===== src/rtl/matrix_stream_fifo.sv =====
// matrix_stream_fifo: snapshots a ROWS x COLS matrix on start and streams it,
// row- or column-major, through a show-ahead FIFO with valid/ready output.
module matrix_stream_fifo #(
  parameter int DATA_WIDTH = 32,
  parameter int ROWS = 4,
  parameter int COLS = 4,
  parameter int FIFO_DEPTH = 8
) (
  input  logic                               clk,
  input  logic                               reset,
  input  logic                               start,
  input  logic                               transpose,
  input  logic [ROWS*COLS*DATA_WIDTH-1:0]    matrix_in,
  output logic [DATA_WIDTH-1:0]              out_data,
  output logic                               out_valid,
  input  logic                               out_ready,
  output logic                               busy,
  output logic                               done,
  output logic [$clog2(FIFO_DEPTH+1)-1:0]    fifo_count
);
  localparam int TOTAL = ROWS * COLS;
  localparam int KW = $clog2(TOTAL + 1);
  localparam int RW = ROWS > 1 ? $clog2(ROWS) : 1;
  localparam int CLW = COLS > 1 ? $clog2(COLS) : 1;
  localparam int AW = $clog2(FIFO_DEPTH);
  localparam int CW = $clog2(FIFO_DEPTH + 1);
  localparam logic [KW-1:0] LAST = KW'(TOTAL - 1);
  localparam logic [RW-1:0] R_MAX = RW'(ROWS - 1);
  localparam logic [CLW-1:0] C_MAX = CLW'(COLS - 1);
  localparam logic [CW-1:0] FULL = CW'(FIFO_DEPTH);

  typedef enum logic [1:0] {IDLE, STREAM, DRAIN, DONE} state_t;

  state_t state, state_nx;
  logic [DATA_WIDTH-1:0] snap [ROWS][COLS];
  logic [DATA_WIDTH-1:0] mem [FIFO_DEPTH];
  logic tr;
  logic [RW-1:0] r;
  logic [CLW-1:0] c;
  logic [KW-1:0] push_cnt, pop_cnt;
  logic [AW-1:0] wr_ptr, rd_ptr;
  logic [CW-1:0] count;
  logic push, pop, r_end, c_end, load;

  assign out_valid = count != '0;
  assign out_data = mem[rd_ptr];
  assign fifo_count = count;
  assign busy = state == STREAM || state == DRAIN;
  assign done = state == DONE;
  assign push = state == STREAM && count != FULL;
  assign pop = out_valid && out_ready;
  assign r_end = r == R_MAX;
  assign c_end = c == C_MAX;
  assign load = state == IDLE && start;

  always_comb begin
    state_nx = state;
    case (state)
      IDLE:    if (start) state_nx = STREAM;
      STREAM:  if (push && push_cnt == LAST) state_nx = DRAIN;
      // the final pop empties the FIFO, so DONE lands the cycle after it
      DRAIN:   if (pop && pop_cnt == LAST && count == CW'(1)) state_nx = DONE;
      default: state_nx = IDLE;
    endcase
  end

  always_ff @(posedge clk) begin
    if (reset) begin
      state <= IDLE;
      tr <= 1'b0;
      r <= '0;
      c <= '0;
      push_cnt <= '0;
      pop_cnt <= '0;
      wr_ptr <= '0;
      rd_ptr <= '0;
      count <= '0;
    end else begin
      state <= state_nx;
      count <= count + CW'(push) - CW'(pop);
      if (pop) begin
        rd_ptr <= rd_ptr + AW'(1);
        pop_cnt <= pop_cnt + KW'(1);
      end
      if (push) begin
        wr_ptr <= wr_ptr + AW'(1);
        push_cnt <= push_cnt + KW'(1);
        r <= (tr || c_end) ? (r_end ? '0 : r + RW'(1)) : r;
        c <= (!tr || r_end) ? (c_end ? '0 : c + CLW'(1)) : c;
      end
      if (load) begin
        tr <= transpose;
        r <= '0;
        c <= '0;
        push_cnt <= '0;
        pop_cnt <= '0;
      end
    end
  end

  always_ff @(posedge clk) begin
    if (push) mem[wr_ptr] <= snap[r][c];
    if (load)
      for (int i = 0; i < ROWS; i++)
        for (int j = 0; j < COLS; j++)
          snap[i][j] <= matrix_in[(i*COLS+j)*DATA_WIDTH +: DATA_WIDTH];
  end
endmodule


===== config.mk =====
export PLATFORM = sky130hd
export DESIGN_NAME = matrix_stream_fifo
export DESIGN_NICKNAME = d
export VERILOG_FILES = /design/src/rtl/matrix_stream_fifo.sv
export SDC_FILE = /design/constraint.sdc
export NUM_CORES = 1
export LEC_CHECK = 0
export CORE_MARGIN = 10
export CORE_UTILIZATION = 54
export CTS_BUF_LIST = sky130_fd_sc_hd__clkbuf_8
export DETAILED_ROUTE_END_ITERATION = 10
export PLACE_DENSITY = 0.82
export REMOVE_ABC_BUFFERS = 1
export SLEW_MARGIN = 20
export SYNTH_ARGS = -nofsm -noshare
export SYNTH_HDL_FRONTEND = slang
export SYNTH_SLANG_ARGS = --single-unit

===== constraint.sdc =====
create_clock -name clk -period 27.2 [get_ports clk]
set_clock_uncertainty 0.05 [all_clocks]
set_input_delay 8.16 -clock clk [delete_from_list [all_inputs] [get_ports clk]]
set_output_delay 8.16 -clock clk [all_outputs]
set_load 0.02 [all_outputs]

==> impl_metrics.yaml, run 1 <==
run_status:
  outcome: "complete, no violations"
timing:
  fin_crit_ns: 11.91
  setup_tns_ns: 0
  tightest_slew_ns: 1.06
  maxSlewViolCount: 0
  fmax_mhz: 84.0
  setup_violations: 0
  hold_viol: 0
  rsz0062_at_grt: "no"
  finalCritPeriodShare_pct: 43.8
  slew-limit-headroom_pct: 29.6
cts:
  cts-resized-gates: 0
  htree_levels: 4
  cts_hold_buf: 0
  clk_pin_slew_ns: 0.06
  worstSkewPairLatency_ns: 0.76
  cts_buffers: 130
  root_buffer: "clkbuf_8"
  cts_sinks: 800
  clockBufferDepth: 3
  cts_tree: "built"
  postCtsSetupBuffers: 0
drt:
  drc: 0
  drt_first_iter_violations: 1338
  wl_um: 75800
  routedWlPerCell_um: 27.0
  viasPerCell: 5.65
  num_vias: 15900
  first_pass_iters: 5
  ant_nets: 0
grt:
  busiest_layer: "met2"
  grt_use_met2_pct: 39.8
  met3_usage_pct: 6.13
  grt_max_degree: 185
  overflow: 0
  grtUsageTotal_pct: 23.2
  grt_pass1_wl_um: 112000
  antenna_found_initial: 2
  use_met1_pct: 28.3
  grt_pass1_vias: 17500
critical_path:
  critPathCaptureType: "output pin"
  critPathRequiredTime_ns: 18.99
  cp_max_fo: 34
  worst_path_max_delay_cell: "dfxtp_4"
  worstPathArrival_ns: 3.70
  crit_chain: "buf_4 > mux4_2 > mux2_2 > clkdlybuf4s50_1"
  reg2reg_depth: 5
  start_kind: "flip-flop"
  max_stage_delay_ns: 0.75
  crit_type: "reg -> out"
placement:
  placed_cells: 2585
  place_congestion: 0.806
  portBuffers: 555
  dpl.hpwl_um: 52200
logic_synthesis:
  yosys_warnings: 0
  synthTopCellsByCount: "edfxtp_1, mux4_2, a22oi_1"
  synth-adder-area-share_pct: 0.853
  synth_compound_area_share_pct: 1.98
  synth-xor-area-share_pct: 0.348
  muxShareOfSynthArea_pct: 15.6
  synth_area_um2: 30200
  synth_top_family_by_area: "multiplexers"
  netlist_instances: 1324
  async_flop_share_pct: 0
  ys_ff_latch: 800
  synth_area_leaders: "edfxtp_1, mux4_2, dfxtp_1"
  yosys_most_used_dff: "edfxtp_1"
  synth_top_area_cell: "edfxtp_1"
  yosys.area_share.simple_pct: 1.51
  synth_edf_count: 768
  synth_most_common_cell: "edfxtp_1"
  synth_top_area_share_pct: 76.3
  synthDistinctLibCells: 42
  syn_avg_cell_area_um2: 22.8
  seq_area_frac_synth_pct: 78.4
floorplan:
  die_h_um: 257
  row_count: 86
  die_x_um: 257
  initial_utilization_pct: 54.7
  coreArea_um2: 55200
  pin_count: 556
  die_area_um2: 65800
cells_and_area:
  area_delta_synth_final_pct: 29.0
  stdcell_count: 2810
  num-nets-final: 2506
  layout-drive-gt1-share_pct: 20.6
power_and_ir_drop:
  ir_worst_vdd_mv: 0.0510
  internal_power_mw: 2.43
  p_seq_share_pct: 52.6
  switching_share_pct: 26.8
  leakage_nw: 12.9
  switchingPower_mw: 0.891
  power-per-cell-area_nw_per_um2: 85.2
  clockPowerShare_pct: 27.8
  comb_power_share_pct: 19.6
min_path:
  min_path_cells: 2
  hold_class: "reg -> reg"
flow_run:
  drv_cap: 0
[cell type report]
cell class	instances	area [um^2]
Sequential cell	800	23700
Fill cell	3245	16200
Multi-Input combinational cell	442	6210
Timing Repair Buffer	580	5760
Clock buffer	130	1790
Tap cell	748	936
Clock inverter	94	505
Inverter	15	57.6
Antenna cell	1	2.50
[state kept, by name (all words and copies together), names as in the netlist, named ones only]
signal	flops
snap	512
tr	1
state	2
r	2
pop_cnt	5
rd_ptr	3
fifo_count	4
c	2
wr_ptr	3
push_cnt	5
mem	256
[power by group through the flow]
stage               combinational [mW]  sequential (mW)  clock, mW
floorplan                        0.380             1.87          0
global placement                 0.633             1.75          0
detailed placement               0.657             1.77          0
CTS                              0.659             1.75      0.949
global route                     0.699             1.76       1.01
finish                           0.651             1.74      0.924
[stage by stage]
step                      power, mW  worst slack, ns  instance area, um^2  hold WS [ns]  utilization [%]
after global routing           3.47            14.98                39000         0.472             70.6
after floorplan                2.25             5.78                29900         0.397                -
after CTS                      3.35            15.13                39000         0.436             70.6
after global placement         2.38            15.84                36700         0.406             66.4
final                          3.32            15.29                39000         0.430             70.6
after detailed placement       2.43            15.68                36700         0.417             66.4
[path summary, 6_finish.rpt]
path	endpoint	start	slack [ns]
worst max-delay path	out_data[19]	flip-flop	15.29
worst min-delay path	flip-flop	rd_ptr[1]	0.43
worst max register to register	snap[3][99]	state[0]	23.69
worst min register to register	flip-flop	rd_ptr[1]	0.43
[worst max-delay path, delay by kind of cell, from the launching register on]
family / cells / cell delay [ns]
buf+inv: 2 / 1.28
flops: 1 / 0.75
mux: 2 / 0.86
[routing by layer]
layer | share of wire [%] | routed length [um]
met2 | 53 | 40400
met5 | 0.011 | 8
met4 | 2.1 | 1620
met1 | 38 | 28500
met3 | 7.0 | 5320
[cell families (layout without fill, tap and decap cells)]
family,Yosys count,after routing
adders and majority gates,20,20
xor gates and xnor gates,12,12
buffers and inverters,82,819
AOI/OAI and AO/OA,82,82
DFF,800,800
other,0,1
and+or+nand+nor,101,101
muxes,227,227
[placed cells by master, fill, tap and decap left out, types with 2 or more instances in the layout]
cell,instances
a211oi_1,2
a21oi_1,7
a22oi_1,64
and3_1,4
buf_4,24
bufinv_16,2
clkbuf_8,130
clkdlybuf4s50_1,555
clkinv_1,24
clkinv_2,8
clkinv_8,2
clkinvlp_4,5
dfxtp_1,27
dfxtp_4,4
edfxtp_1,768
ha_1,19
inv_1,59
inv_6,5
inv_8,3
mux2_2,32
mux2i_1,3
mux4_2,192
nand2_1,45
nand2b_1,4
nand3_1,7
nor2_1,19
nor2_4,4
nor2b_1,2
nor2b_4,2
nor3_2,4
o211ai_1,3
or3_1,2
xnor2_1,6
xor2_1,6
Note: power is estimated with default switching activity, not from simulation.
==> run 2, diff against run 1 <==
==> constraint.sdc (replaced) <==
create_clock -name clk -period 11.6 [get_ports clk]
set_clock_uncertainty 0.05 [all_clocks]
set_input_delay 3.48 -clock clk [delete_from_list [all_inputs] [get_ports clk]]
set_output_delay 3.48 -clock clk [all_outputs]
set_load 0.02 [all_outputs]
==> impl_metrics.yaml, run 2 (synthesis gave the netlist of run 1 again) <==
cts:
  cts_tree: "built"
  postCtsSetupBuffers: 0
  worstSkewPairLatency_ns: 0.76
  htree_levels: 4
  clockBufferDepth: 3
  cts_sinks: 800
  clk_pin_slew_ns: 0.05
  cts_buffers: 131
  root_buffer: "clkbuf_8"
  cts-resized-gates: 0
  cts_hold_buf: 0
cells_and_area:
  num-nets-final: 2508
  layout_common_cells: "edfxtp_1, clkdlybuf4s50_1, mux4_2, clkbuf_8, inv_1"
  reg_top3: "snap: 512 flops, mem: 256 flops"
  final_common_cell: "edfxtp_1"
  layout-drive-gt1-share_pct: 20.5
  registers.top_by_ff_count: "snap"
  stdcell_count: 2814
  fin_area_um2: 39000
  area_delta_synth_final_pct: 29.0
  largest_reg_flops: 512
floorplan:
  die_x_um: 257
  die_h_um: 257
  pin_count: 556
  die_area_um2: 65800
  initial_utilization_pct: 54.7
  row_count: 86
  coreArea_um2: 55200
min_path:
  holdPathEnd: "pop_cnt[1]"
  min_path_cells: 2
  hold_class: "reg -> reg"
  min-delay-start: "pop_cnt[1]"
critical_path:
  cp_max_fo: 35
  reg2reg_depth: 4
  max_stage_delay_ns: 0.79
  reg2reg_to: "mem[6][30]"
  crit_type: "reg -> out"
  critPathCaptureType: "output pin"
  worstPathArrival_ns: 3.66
  worst_path_max_delay_cell: "dfxtp_4"
  critPathRequiredTime_ns: 8.07
  crit_chain: "buf_4 > mux4_2 > mux2_2 > clkdlybuf4s50_1"
  start_kind: "flip-flop"
  reg2reg_setup_slack_ns: 8.27
drt:
  ant_nets: 0
  num_vias: 15900
  wl_um: 75400
  viasPerCell: 5.65
  drt_first_iter_violations: 1333
  routedWlPerCell_um: 26.8
  drc: 0
  first_pass_iters: 5
timing:
  hold_viol: 0
  finalCritPeriodShare_pct: 62.0
  rsz0062_at_grt: "no"
  maxSlewViolCount: 0
  tightest_slew_ns: 1.25
  setup_violations: 0
  slew-limit-headroom_pct: 17.0
  fmax_mhz: 139
  fin_crit_ns: 7.19
grt:
  grt_pass1_vias: 17600
  antenna_found_initial: 10
  grt_max_degree: 189
  grt_pass1_wl_um: 111000
  grtUsageTotal_pct: 23.0
  overflow: 0
placement:
  placed_area_um2: 36700
  dpl.hpwl_um: 51800
  placed_cells: 2586
  portBuffers: 555
  place_congestion: 0.811
power_and_ir_drop:
  leakage_nw: 12.9
  power-per-cell-area_nw_per_um2: 200
  p_total_mw: 7.79
  ir_worst_vdd_mv: 0.318
flow_run:
  drv_cap: 0
run_status:
  outcome: "complete, no violations"
-- run 2: cell count changes in the layout (fill, tap and decap cells not counted), sizes merged --
cell | previous run | this run
buf | 25 | 26
inv | 68 | 74
clkinv | 34 | 25
diode | 1 | 4
clkbuf | 130 | 133
-- run 2: critical path, delay by kind of cell, from the launching register on --
kind                   cells  cell delay, ns
multiplexers               2            0.85
buffers and inverters      2            1.23
flip-flops                 1            0.79
-- run 2: area by class of cell --
cell class,count,area (um^2)
multi-input cells,442,6210
fillers,3269,16200
diodes,4,10.0
clock inverters,91,453
flip-flops and latches,800,23700
clock buffers,133,1830
repair buffers,581,5780
well taps,748,936
inverters,15,57.6
-- run 2: where the power goes --
group	leakage (nW)	internal, mW	switching (mW)
clock	1.35	1.11	1.06
combinational	4.11	0.706	0.821
sequential	7.47	3.90	0.194
-- run 2: metal layers --
layer | track usage, % | share of wire, %
met5 | 0 | 0.073
met4 | 9.30 | 2.6
met3 | 6.49 | 7.2
met2 | 39.3 | 53
met1 | 27.3 | 37
-- run 2: worst max-delay path by stage --
stage,startpoint,endpoint,slack [ns]
after floorplan,start,flip-flop,-5.14
after global placement,flip-flop,out_data[19],5.14
after detailed placement,flip-flop,out_data[19],5.09
after CTS,flip-flop,out_data[19],4.24
after global routing,flip-flop,out_data[19],4.13
final,flip-flop,out_data[19],4.41
-- run 2: stage by stage --
stage	worst slack [ns]	setup TNS [ns]	hold slack, ns	util (%)
6_report	4.41	0	0.440	70.6
4_1_cts	4.24	0	0.438	70.6
5_1_grt	4.13	0	0.455	70.6
2_1_floorplan	-5.14	-2300.34	0.397	-
3_5_place_dp	5.09	0	0.430	66.5
3_3_place_gp	5.14	0	0.405	66.5
